**src/rtl/dual_mem_param.sv**
```systemverilog
// Parametrised 2-write / 2-read RAM with byte enables, write-first bypass,
// selectable read latency and a post-reset clear sweep.
module dual_mem_param #(
    parameter int DATA_W     = 32,
    parameter int ADDR_W     = 5,
    parameter int RD_LAT     = 1,
    parameter int INIT_CLEAR = 1,
    parameter int WR_PRIO    = 1
) (
    input  logic                clk,
    input  logic                rst_n,
    input  logic                we_1,
    input  logic [ADDR_W-1:0]   wr_addr1,
    input  logic [DATA_W-1:0]   data1,
    input  logic [DATA_W/8-1:0] be_1,
    input  logic                we_2,
    input  logic [ADDR_W-1:0]   wr_addr2,
    input  logic [DATA_W-1:0]   data2,
    input  logic [DATA_W/8-1:0] be_2,
    input  logic                re_1,
    input  logic [ADDR_W-1:0]   re_addr1,
    input  logic                re_2,
    input  logic [ADDR_W-1:0]   re_addr2,
    output logic [DATA_W-1:0]   read_out1,
    output logic                rvalid_1,
    output logic [DATA_W-1:0]   read_out2,
    output logic                rvalid_2,
    output logic                init_busy,
    output logic                wr_collision
);

    localparam int DEPTH = 2**ADDR_W;
    localparam int NB    = DATA_W/8;

    typedef enum logic {
        CLEAR,
        READY
    } state_t;

    localparam state_t RST_ST = (INIT_CLEAR != 0) ? CLEAR : READY;

    state_t state_q, state_d;
    logic [ADDR_W-1:0] clr_cnt_q, clr_cnt_d;

    logic [DATA_W-1:0] mem_q [DEPTH];

    logic              ready;
    logic              wr1, wr2, rd1, rd2;
    logic              same_wa;
    logic [NB-1:0]     wm1, wm2;
    logic              coll_d, coll_q;
    logic [DATA_W-1:0] rd_word1, rd_word2;
    logic [DATA_W-1:0] out1_q, out2_q;
    logic              v1_q, v2_q;

    always_comb begin
        state_d   = state_q;
        clr_cnt_d = clr_cnt_q;
        unique case (state_q)
            CLEAR: begin
                clr_cnt_d = clr_cnt_q + 1'b1;
                if (clr_cnt_q == {ADDR_W{1'b1}}) begin
                    state_d = READY;
                end
            end
            READY: begin
                state_d = READY;
            end
            default: state_d = RST_ST;
        endcase
    end

    always_ff @(posedge clk or negedge rst_n) begin
        if (!rst_n) begin
            state_q   <= RST_ST;
            clr_cnt_q <= '0;
        end else begin
            state_q   <= state_d;
            clr_cnt_q <= clr_cnt_d;
        end
    end

    assign ready     = (state_q == READY);
    assign init_busy = !ready;
    assign wr1       = ready && we_1;
    assign wr2       = ready && we_2;
    assign rd1       = ready && re_1;
    assign rd2       = ready && re_2;
    assign same_wa   = (wr_addr1 == wr_addr2);

    // Overlapping bytes are granted to exactly one port, so masks stay disjoint
    always_comb begin
        wm1 = be_1 & {NB{wr1}};
        wm2 = be_2 & {NB{wr2}};
        if (same_wa) begin
            if (WR_PRIO == 2) begin
                wm1 = wm1 & ~wm2;
            end else begin
                wm2 = wm2 & ~wm1;
            end
        end
    end

    assign coll_d = wr1 && wr2 && same_wa && (|(be_1 & be_2));

    always_ff @(posedge clk) begin
        if (!ready) begin
            mem_q[clr_cnt_q] <= '0;
        end else begin
            for (int i = 0; i < NB; i++) begin
                if (wm1[i]) begin
                    mem_q[wr_addr1][8*i +: 8] <= data1[8*i +: 8];
                end
                if (wm2[i]) begin
                    mem_q[wr_addr2][8*i +: 8] <= data2[8*i +: 8];
                end
            end
        end
    end

    // Write-first bypass: overlay this edge's write bytes on the stored word
    always_comb begin
        rd_word1 = mem_q[re_addr1];
        rd_word2 = mem_q[re_addr2];
        for (int i = 0; i < NB; i++) begin
            if (wm1[i] && (wr_addr1 == re_addr1)) begin
                rd_word1[8*i +: 8] = data1[8*i +: 8];
            end
            if (wm2[i] && (wr_addr2 == re_addr1)) begin
                rd_word1[8*i +: 8] = data2[8*i +: 8];
            end
            if (wm1[i] && (wr_addr1 == re_addr2)) begin
                rd_word2[8*i +: 8] = data1[8*i +: 8];
            end
            if (wm2[i] && (wr_addr2 == re_addr2)) begin
                rd_word2[8*i +: 8] = data2[8*i +: 8];
            end
        end
    end

    always_ff @(posedge clk or negedge rst_n) begin
        if (!rst_n) begin
            coll_q <= 1'b0;
        end else begin
            coll_q <= coll_d;
        end
    end

    if (RD_LAT == 2) begin : g_lat2
        logic              s1v_q, s2v_q;
        logic [DATA_W-1:0] s1d_q, s2d_q;

        always_ff @(posedge clk or negedge rst_n) begin
            if (!rst_n) begin
                s1v_q  <= 1'b0;
                s2v_q  <= 1'b0;
                s1d_q  <= '0;
                s2d_q  <= '0;
                v1_q   <= 1'b0;
                v2_q   <= 1'b0;
                out1_q <= '0;
                out2_q <= '0;
            end else begin
                s1v_q <= rd1;
                s2v_q <= rd2;
                if (rd1) begin
                    s1d_q <= rd_word1;
                end
                if (rd2) begin
                    s2d_q <= rd_word2;
                end
                v1_q <= s1v_q;
                v2_q <= s2v_q;
                if (s1v_q) begin
                    out1_q <= s1d_q;
                end
                if (s2v_q) begin
                    out2_q <= s2d_q;
                end
            end
        end
    end else begin : g_lat1
        always_ff @(posedge clk or negedge rst_n) begin
            if (!rst_n) begin
                v1_q   <= 1'b0;
                v2_q   <= 1'b0;
                out1_q <= '0;
                out2_q <= '0;
            end else begin
                v1_q <= rd1;
                v2_q <= rd2;
                if (rd1) begin
                    out1_q <= rd_word1;
                end
                if (rd2) begin
                    out2_q <= rd_word2;
                end
            end
        end
    end

    assign read_out1    = out1_q;
    assign read_out2    = out2_q;
    assign rvalid_1     = v1_q;
    assign rvalid_2     = v2_q;
    assign wr_collision = coll_q;

endmodule
```
**config.mk**
```make
export PLATFORM = sky130hd
export DESIGN_NAME = dual_mem_param
export DESIGN_NICKNAME = d
export VERILOG_FILES = /design/src/rtl/dual_mem_param.sv
export SDC_FILE = /design/constraint.sdc
export NUM_CORES = 2
export LEC_CHECK = 0
export BUFFER_PORTS_ARGS = -buffer_cell sky130_fd_sc_hd__buf_2
export CORE_ASPECT_RATIO = 1.5
export CORE_MARGIN = 2
export CORE_UTILIZATION = 31
export DETAILED_ROUTE_END_ITERATION = 10
export PLACE_DENSITY_LB_ADDON = 0.1
export SYNTH_ARGS = -nofsm -noshare
export SYNTH_HDL_FRONTEND = slang
export SYNTH_SLANG_ARGS = --single-unit
export TNS_END_PERCENT = 50
```
**constraint.sdc**
```tcl
create_clock -name clk -period 6 [get_ports clk]
set_clock_uncertainty 0.15 [all_clocks]
set_input_delay 0 -clock clk [delete_from_list [all_inputs] [get_ports clk]]
set_output_delay 0 -clock clk [all_outputs]
set_load 0.02 [all_outputs]
```
==> results.ini <==
[status]
outcome = finished, final reports clean

[global_route]
gr-total-overflow = 0
grt_antenna_before_repair = 20
grt_usage = 0.282
grt_pass1_wl_um = 419000
grt_max_degree = 86
grt_pass1_vias = 49500

[sta]
slew_headroom = 0.140
fin_tns_setup_ns = 0
setup_slack_ns = 1.49
hold_viol_final = 0
finalSetupViolCount = 0
grt_setup_unrepaired = no
drv_slew = 0
period_share = 0.752
fin_crit_ns = 4.51
tightestPinTransition_ns = 1.29
max_freq_mhz = 222

[power_and_ir_drop]
p_leak_nw = 25.0
peakVddDrop_uv = 224
powerDensity_nw_per_um2 = 255

[finish]
final_util = 0.348
drive_gt1_frac = 0.144
nets = 5996
areaGrowthSynthToFinish_pct = 11.5

[min_path]
worstHoldStart = data1[10]
hp-class = in2reg

[detailed_routing]
wl_um = 305000
via_count = 51300
drtAntennaViolNets = 0
drt_iter0_drc = 5383
drt_first_pass_iters = 6
wl_per_cell_um = 35.1
via_per_inst = 5.90
drc = 0

[place]
dp_slack_ns = 1.59
gp_congestion = 0.884
dpl.hpwl_um = 203000
io_buffers = 165

[job]
cap_violations = 0

[clock_network]
numCtsBuffers = 116
clkSlewWorstSetupHoldPaths_ns = 0.07
post_cts_buffers = 0
clkLatencyLatePin_ns = 0.76
root_buffer = clkbuf_16
cts_tree = yes
numClockSinks = 1097
h-tree-depth = 3
clockBufferDepth = 3

[worst_setup_path]
cp_max_fo = 18
r2r_start = ready
crit_arrival_ns = 4.77
required_ns = 6.26
crit_type = reg2reg
startpoint_type = flip-flop
end_kind = flip-flop
crit_start = ready

[logic_synthesis]
synthCells = 6018
avgSynthCellArea_um2 = 10.8
synth_seq_cells = 1097
yosysWarnings = 0
ys.flop_type = edfxtp_1
netlist_area_um2 = 64800
synth.net_count = 6118
async_flop_share = 0.0665
synth_edf_count = 1024
synthDistinctLibCells = 74
ys_seq_area_frac = 0.503

[die]
die_height_um = 564
rows = 205
ios = 166
start_util = 0.312
die-area_um2 = 213000
die_w_um = 377
core_um2 = 208000

## synthesized netlist by cell type, types with 11 or more instances
master    instances  area share
nand2_1        1238       0.072
inv_1            11     0.00064
buf_6            37      0.0064
mux2i_1         546       0.084
buf_4            49      0.0057
o21ai_0        1166       0.090
o31ai_1          12      0.0014
and3_1           56      0.0054
o32ai_1          12      0.0016
a21oi_1          55      0.0042
xor2_1           17      0.0023
buf_1            81      0.0047
nor2_1          162      0.0094
or3_1            30      0.0029
dfrtp_1          73       0.028
a31oi_1          13      0.0013
o22ai_1         113       0.011
mux4_2          257       0.089
a22oi_1         107       0.012
a221oi_1        208       0.028
nor3_1           12     0.00093
nor2_2           21      0.0020
buf_2           160       0.012
and2_1           18      0.0017
clkbuf_1        325       0.019
edfxtp_1       1024        0.47
nand3_1          57      0.0044
## critical path, cell delays in order (launching register included)
cell	delay, ns
dfrtp_1	0.76
nand2_1	0.30
or2_1	0.48
nor3b_1	0.42
a31oi_4	0.26
buf_4	0.53
nor2_1	0.78
a21o_1	0.44
## per-stage QoR
| step | total power [W] | instance area (µm²) | hold WS [ns] | instances |
|---|---|---|---|---|
| after CTS | 0.0185 | 72200 | 0.0163 | 8688 |
| after global placement | 0.0110 | 67500 | -0.240 | 8370 |
| final | 0.0184 | 72300 | 0.0627 | 8698 |
| after floorplan | 0.00998 | 64800 | -0.446 | 6018 |
| after detailed placement | 0.0110 | 67500 | -0.237 | 8370 |
| after global routing | 0.0189 | 72200 | 0.0893 | 8691 |
## registers in the layout (all words and copies together) (netlist names)
register,cells
ready,1
rvalid_1,1
clr_cnt_q,5
mem_q,1024
wr_collision,1
rvalid_2,1
read_out1,32
read_out2,32
## path summary, 6_finish.rpt
| path | end | slack (ns) | depth (start not counted) |
|---|---|---|---|
| worst max-delay path | mem_q[10][14] | 1.49 | 7 |
| worst min-delay path | read_out1[10] | 0.06 | 4 |
| max in group asynchronous | read_out2[10] | 4.11 | 4 |
| worst max register to register | mem_q[10][14] | 1.49 | 7 |
| min in group asynchronous | ready | 0.45 | 4 |
| worst min register to register | read_out2[31] | 0.44 | 2 |
## final cells by class
| class | instances | area [µm²] |
|---|---|---|
| antenna | 10 | 25.0 |
| sequential | 1097 | 32600 |
| clock buffer | 143 | 3110 |
| fill | 20700 | 136000 |
| tap | 2691 | 3370 |
| clock inverter | 76 | 667 |
| inverter | 11 | 41.3 |
| timing repair buffer | 418 | 3200 |
| multi-input combinational | 4252 | 29300 |
## repair_timing
action | 4_1_cts | 5_1_grt
hold buffers | 99 | 0
resized for setup | 0 | 0
hold endpoints to repair | 1161 | 0
## cell usage in the layout (no fill, tap or decap), types with 19 or more instances in the layout
cell,instances
mux2i_1,546
buf_4,142
dfrtp_1,73
or3_1,30
a21oi_1,54
nand3_1,57
mux4_2,257
nor2_1,159
dlygate4sd3_1,99
edfxtp_1,1024
clkbuf_1,21
clkbuf_16,120
a22oi_1,107
buf_2,158
clkinv_1,27
o21ai_0,1165
o22ai_1,113
nor2_2,19
a221oi_1,208
nand2_1,1227
and3_1,55
## report_power, final
part | internal, W | switching (W)
Sequential | 0.00846 | 0.0000733
Clock | 0.00411 | 0.00335
Combinational | 0.000713 | 0.00172
## metal layers
metal / vias up / track usage / routed length [µm]
met5: - / 0 / 82
met4: 14 / 0.132 / 15700
met3: 489 / 0.0440 / 19800
met2: 2287 / 0.473 / 148000
met1: 26000 / 0.355 / 122000
li1: 22400 / - / -
## cells by family (layout without fill, tap and decap cells)
kind of cell | Yosys count | in the layout | synth area share
xor+xnor | 31 | 31 | 0.00477
flops | 1097 | 1097 | 0.503
mux | 805 | 805 | 0.174
buf+inv | 669 | 648 | 0.0497
compound gates | 1750 | 1750 | 0.160
fa+ha+maj | 2 | 2 | 0.000386
simple gates | 1664 | 1664 | 0.108
other cells | 0 | 10 | 0
(Power assumes the default switching activity.)
